<file path="src/rtl/flash_audio_pkg.sv">
// flash_audio_pkg: shared state encoding and flash constants for the flash sample reader
package flash_audio_pkg;
  typedef enum logic [2:0] {IDLE, REQ, WAIT_DATA, SAMP_LO, SAMP_HI} state_t;
  localparam logic [3:0] FLASH_BYTEENABLE = 4'hF;
  localparam int DEF_ADDR_W = 23;
  localparam logic [22:0] DEF_START_ADDR = 23'h000000;
  localparam logic [22:0] DEF_END_ADDR = 23'h07FFFF;
endpackage

</file>
<file path="src/rtl/flash_sample_reader_if.sv">
// flash_sample_reader_if: Avalon-MM read-only flash port
interface flash_sample_reader_if
  import flash_audio_pkg::*;
#(
  parameter int ADDR_W = DEF_ADDR_W
);
  logic              read;
  logic [ADDR_W-1:0] address;
  logic [3:0]        byteenable;
  logic              waitrequest;
  logic [31:0]       readdata;
  logic              readdatavalid;
  modport master (output read, address, byteenable, input waitrequest, readdata, readdatavalid);
  modport slave (input read, address, byteenable, output waitrequest, readdata, readdatavalid);
endinterface

</file>
<file path="src/rtl/flash_sample_reader.sv">
// flash_sample_reader: fetches 32-bit flash words and emits them as two 16-bit samples on sample_tick
module flash_sample_reader
  import flash_audio_pkg::*;
#(
  parameter int                ADDR_W     = DEF_ADDR_W,
  parameter logic [ADDR_W-1:0] START_ADDR = DEF_START_ADDR,
  parameter logic [ADDR_W-1:0] END_ADDR   = DEF_END_ADDR
) (
  input  logic                 clk,
  input  logic                 reset,
  input  logic                 play_en,
  input  logic                 sample_tick,
  flash_sample_reader_if.master flash,
  output logic [15:0]          audio_sample,
  output logic                 sample_valid,
  output logic                 read_complete
);
  state_t      state;
  logic [31:0] word;
  logic        at_end;
  logic        fire;
  assign flash.byteenable = FLASH_BYTEENABLE;
  assign at_end = flash.address == END_ADDR;
  assign fire = play_en && sample_tick;
  always_ff @(posedge clk or posedge reset) begin
    if (reset) begin
      state         <= IDLE;
      flash.read    <= 1'b0;
      flash.address <= START_ADDR;
      word          <= '0;
      audio_sample  <= '0;
      sample_valid  <= 1'b0;
      read_complete <= 1'b0;
    end else begin
      sample_valid  <= 1'b0;
      read_complete <= 1'b0;
      case (state)
        IDLE: if (play_en) begin
          state      <= REQ;
          flash.read <= 1'b1;
        end
        // a posted request is held until accepted, even if play_en drops
        REQ: if (!flash.waitrequest) begin
          state      <= WAIT_DATA;
          flash.read <= 1'b0;
        end
        WAIT_DATA: if (flash.readdatavalid) begin
          word  <= flash.readdata;
          state <= SAMP_LO;
        end
        SAMP_LO: if (fire) begin
          audio_sample <= word[15:0];
          sample_valid <= 1'b1;
          state        <= SAMP_HI;
        end
        SAMP_HI: if (fire) begin
          audio_sample  <= word[31:16];
          sample_valid  <= 1'b1;
          read_complete <= at_end;
          flash.address <= at_end ? START_ADDR : flash.address + 1'b1;
          state         <= REQ;
          flash.read    <= 1'b1;
        end
        default: state <= IDLE;
      endcase
    end
  end
endmodule

</file>
<file path="src/flat_wrapper.sv">
// flat-port wrapper written by rule: the top's interface ports become plain ports
module flash_sample_reader_flat import flash_audio_pkg::*;
#(
  parameter int                ADDR_W     = DEF_ADDR_W,
  parameter logic [ADDR_W-1:0] START_ADDR = DEF_START_ADDR,
  parameter logic [ADDR_W-1:0] END_ADDR   = DEF_END_ADDR
)
  (clk, reset, play_en, sample_tick, audio_sample, sample_valid, read_complete, flash_read, flash_address, flash_byteenable, flash_waitrequest, flash_readdata, flash_readdatavalid);
  flash_sample_reader_if #(.ADDR_W(ADDR_W)) flash_i ();
  input  logic clk;
  input  logic reset;
  input  logic play_en;
  input  logic sample_tick;
  output logic [15:0] audio_sample;
  output logic sample_valid;
  output logic read_complete;
  output wire logic [$bits(flash_i.read)-1:0] flash_read;
  output wire logic [$bits(flash_i.address)-1:0] flash_address;
  output wire logic [$bits(flash_i.byteenable)-1:0] flash_byteenable;
  input wire logic [$bits(flash_i.waitrequest)-1:0] flash_waitrequest;
  input wire logic [$bits(flash_i.readdata)-1:0] flash_readdata;
  input wire logic [$bits(flash_i.readdatavalid)-1:0] flash_readdatavalid;
  assign flash_read = flash_i.read;
  assign flash_address = flash_i.address;
  assign flash_byteenable = flash_i.byteenable;
  assign flash_i.waitrequest = flash_waitrequest;
  assign flash_i.readdata = flash_readdata;
  assign flash_i.readdatavalid = flash_readdatavalid;
  flash_sample_reader #(.ADDR_W(ADDR_W), .START_ADDR(START_ADDR), .END_ADDR(END_ADDR)) u_core (.clk(clk), .reset(reset), .play_en(play_en), .sample_tick(sample_tick), .flash(flash_i), .audio_sample(audio_sample), .sample_valid(sample_valid), .read_complete(read_complete));
endmodule
</file>
<file path="config.mk">
export PLATFORM = sky130hd
export DESIGN_NAME = flash_sample_reader_flat
export DESIGN_NICKNAME = d
export VERILOG_FILES = /design/src/rtl/flash_audio_pkg.sv /design/src/rtl/flash_sample_reader_if.sv /design/src/rtl/flash_sample_reader.sv /design/src/flat_wrapper.sv
export SDC_FILE = /design/constraint.sdc
export NUM_CORES = 1
export LEC_CHECK = 0
export ABC_AREA = 0
export CAP_MARGIN = 20
export CORE_ASPECT_RATIO = 0.6
export CORE_MARGIN = 2
export CORE_UTILIZATION = 30
export CTS_CLUSTER_DIAMETER = 120
export DETAILED_ROUTE_END_ITERATION = 16
export PLACE_DENSITY = 0.59
export SETUP_SLACK_MARGIN = 0.05
export SLEW_MARGIN = 5
export SYNTH_ARGS = -nofsm -noshare
export SYNTH_HDL_FRONTEND = slang
export SYNTH_SLANG_ARGS = --single-unit
export TNS_END_PERCENT = 1
</file>
<file path="constraint.sdc">
create_clock -name clk -period 3.36 [get_ports clk]
set_input_delay 0.672 -clock clk [delete_from_list [all_inputs] [get_ports clk]]
set_output_delay 0.672 -clock clk [all_outputs]
set_load 0.05 [all_outputs]
</file>
==> flow_summary.yaml <==
timing:
  finalSetupViolations: 0
  drv_slew: 0
  setup_ws_ns: 1.03
  setup_tns_ns: 0
  fin_crit_ns: 2.33
  hold_viol: 0
  fmax_mhz: 429
  grt_setup_unrepaired: "no"
  whs_ns: 0.500
  period_share_pct: 69.5
  worst_pin_slew_ns: 0.540
  final.setup_skew_ns: 0.00698
  slew_headroom_pct: 63.9
power:
  clock_power_share_pct: 26.3
  irDropWorstVdd_uv: 316
  pwr-share-seq_pct: 39.4
  p_sw_share_pct: 35.5
  total_power_mw: 3.71
  p_per_area_mw_per_mm2: 798
  p_int_mw: 2.39
  comb_power_share_pct: 34.3
  p_leak_nw: 1.92
  p_sw_mw: 1.32
layout:
  nets: 428
  antenna_cells: 0
  final_common_cell: "clkdlybuf4s50_1"
  finish.utilization_pct: 41.5
  final_cells: 538
  area_delta_synth_final_pct: 36.7
  postLayoutCellArea_mm2: 0.00465
  layout_common_cells: "clkdlybuf4s50_1, dfrtp_1, nand2_1"
  drive_gt1_share_pct: 15.5
hold_path:
  hp-class: "reg -> reg"
  hold_depth: 1
  holdPathEnd: "u_core.flash.address[22]"
  hp-start: "u_core.flash.address[22]"
place:
  dp_cells: 522
  dp_worst_setup_slack_ns: 0.725
  dp_hpwl_um: 5990
  port_buffers: 79
  routabilityCongestion: 0.799
  postPlaceCellArea_mm2: 0.00434
grt:
  grt_pass1_wl_um: 13600
  grt_util_all_layers_pct: 14.3
  grt_start_max_net_pins: 41
  gr-total-overflow: 0
  grt_pass1_vias: 2458
  antenna_found_initial: 0
floorplanning:
  die_area_mm2: 0.0122
  pin_count: 84
  fp.dieW_um: 141
  core_mm2: 0.0112
  start_util_pct: 30.4
  rows: 30
  dieHeight_um: 86.4
cts:
  cts_resized: 0
  htreeDepth: 3
  cts_hold_buf: 0
  ctsLongestPathBuffers: 2
  clk-insertion-delay-late_ns: 0.33
  cts_made_buffers: 9
  cts_root_buf: "clkbuf_16"
  clock_sinks: 77
  post-cts-setup-buffer-count: 0
  cts_tree: "yes"
  clkSlewWorstSetupHoldPaths_ns: 0.06
critical_path:
  cp_slowest_cell: "or4_1"
  crit_fanout: 12
  r2r_cells: 5
  path_cells: "clkdlybuf4s50_1 > and4_1 > nand3_1 > or4_1 > a21oi_1"
  crit-reg2reg-launch: "u_core.state[1]"
  cp.required_ns: 3.61
  critPathMaxStageDelay_ns: 0.57
  r2r_setup_slack_ns: 1.15
  worst_r2r_endpoint: "u_core.flash.address[9]"
  critical_path_class: "in -> reg"
  end_kind: "flop"
  crit_arrival_ns: 2.58
  worst_setup_path_start_kind: "primary input"
synth:
  yosys_warnings: 0
  netlist_area_mm2: 0.00340
  yosysSeqAreaShare_pct: 56.7
  ys_seq_elements: 77
  yosysUniqueCellTypes: 36
  avgSynthCellArea_um2: 11.1
  syn_inst: 307
route:
  num_vias: 2578
  wl_per_cell_um: 15.5
  dr.pass1.iters: 4
  via_per_inst: 4.79
  initialDrtViolationCount: 163
  drt_wl_total_um: 8360
  ant_nets: 0
  route.detailed.drc: 0
job:
  maxCapViolations: 0
run_status:
  status: "completed"
[cells by family (layout without fill, tap and decap cells)]
kind of cell	after synthesis	in the layout	synth area share [%]
AO/OA/AOI/OAI	41	41	7.25
XOR/XNOR	15	15	3.87
adder cells (fa/ha/maj)	1	1	0.368
buffers and inverters	25	109	3.57
flip-flops	77	77	56.7
multiplexers	33	33	10.9
other	1	4	0.110
AND/OR/NAND/NOR	114	114	17.2
[power groups by stage]
| stage | clock network, mW | logic [mW] | registers [mW] |
|---|---|---|---|
| 2_1_floorplan | 0 | 0.549 | 1.80 |
| 3_3_place_gp | 0 | 1.26 | 1.47 |
| 3_5_place_dp | 0 | 1.29 | 1.48 |
| 4_1_cts | 1.01 | 1.29 | 1.47 |
| 5_1_grt | 1.04 | 1.37 | 1.51 |
| 6_report | 0.974 | 1.27 | 1.46 |
[critical path: cells and delay by family]
family / cells / cell delay [ns]
AOI/OAI and AO/OA: 1 / 0.16
buffers and inverters: 1 / 0.56
and+or+nand+nor: 3 / 1.20
[synth_stat cells]
cell type | count | area, um^2
dfrtp_1 | 77 | 1930
nand2_1 | 42 | 158
mux2_2 | 32 | 360
nor2_1 | 24 | 90.1
a31oi_1 | 18 | 113
xnor2_1 | 12 | 105
buf_2 | 10 | 50.1
nand3_1 | 10 | 50.1
a21oi_1 | 9 | 45.0
nand4_1 | 8 | 50.1
o21ai_0 | 8 | 40.0
inv_1 | 7 | 26.3
and4_1 | 4 | 35.0
buf_4 | 4 | 30.0
clkbuf_1 | 4 | 15.0
nor3b_1 | 4 | 30.0
o31ai_1 | 4 | 30.0
and2_1 | 3 | 18.8
and3_1 | 3 | 18.8
nor3_1 | 3 | 15.0
or4_1 | 3 | 22.5
xor2_1 | 3 | 26.3
or3_1 | 2 | 12.5
a21oi_2 | 1 | 8.76
and4bb_2 | 1 | 12.5
conb_1 | 1 | 3.75
ha_1 | 1 | 12.5
mux2i_1 | 1 | 10.0
nand2b_1 | 1 | 6.26
nand3b_1 | 1 | 7.51
nor3b_2 | 1 | 12.5
nor3b_4 | 1 | 18.8
nor4_1 | 1 | 6.26
nor4_2 | 1 | 12.5
o21ba_1 | 1 | 10.0
or3b_1 | 1 | 8.76
[registers in the layout, summed over array words and instances (netlist names)]
name and cells:
u_core.audio_sample 16, u_core.read_complete 1, u_core.sample_valid 1, u_core.flash.address 23, u_core.flash.read 1, u_core.state 3
u_core.word 32
[worst max-delay path by stage]
stage                        startpoint                  endpoint
2_1_floorplan                     reset    u_core.audio_sample[0]
3_3_place_gp                    play_en  u_core.flash.address[19]
3_5_place_dp                    play_en   u_core.flash.address[9]
4_1_cts        u_core.flash.address[12]         flash_address[12]
5_1_grt                         play_en   u_core.flash.address[9]
6_report                        play_en  u_core.flash.address[19]
[layer usage]
| metal | vias to the layer above | wire length (um) | GRT usage, % |
|---|---|---|---|
| met2 | 50 | 3670 | 20.1 |
| li1 | 1241 | - | - |
| met5 | - | 0 | 0 |
| met3 | 6 | 318 | 3.59 |
| met1 | 1281 | 4310 | 21.8 |
| met4 | 0 | 70 | 3.64 |
[cell type report]
cell class | count | area (um^2)
clock inverter | 5 | 60.1
inverter | 7 | 26.3
fill | 1111 | 6540
clock buffer | 11 | 243
multi-input combinational | 208 | 1370
sequential | 77 | 1930
timing repair buffer | 86 | 843
tap | 144 | 180
No activity file was read; power rests on OpenSTA's default activity.
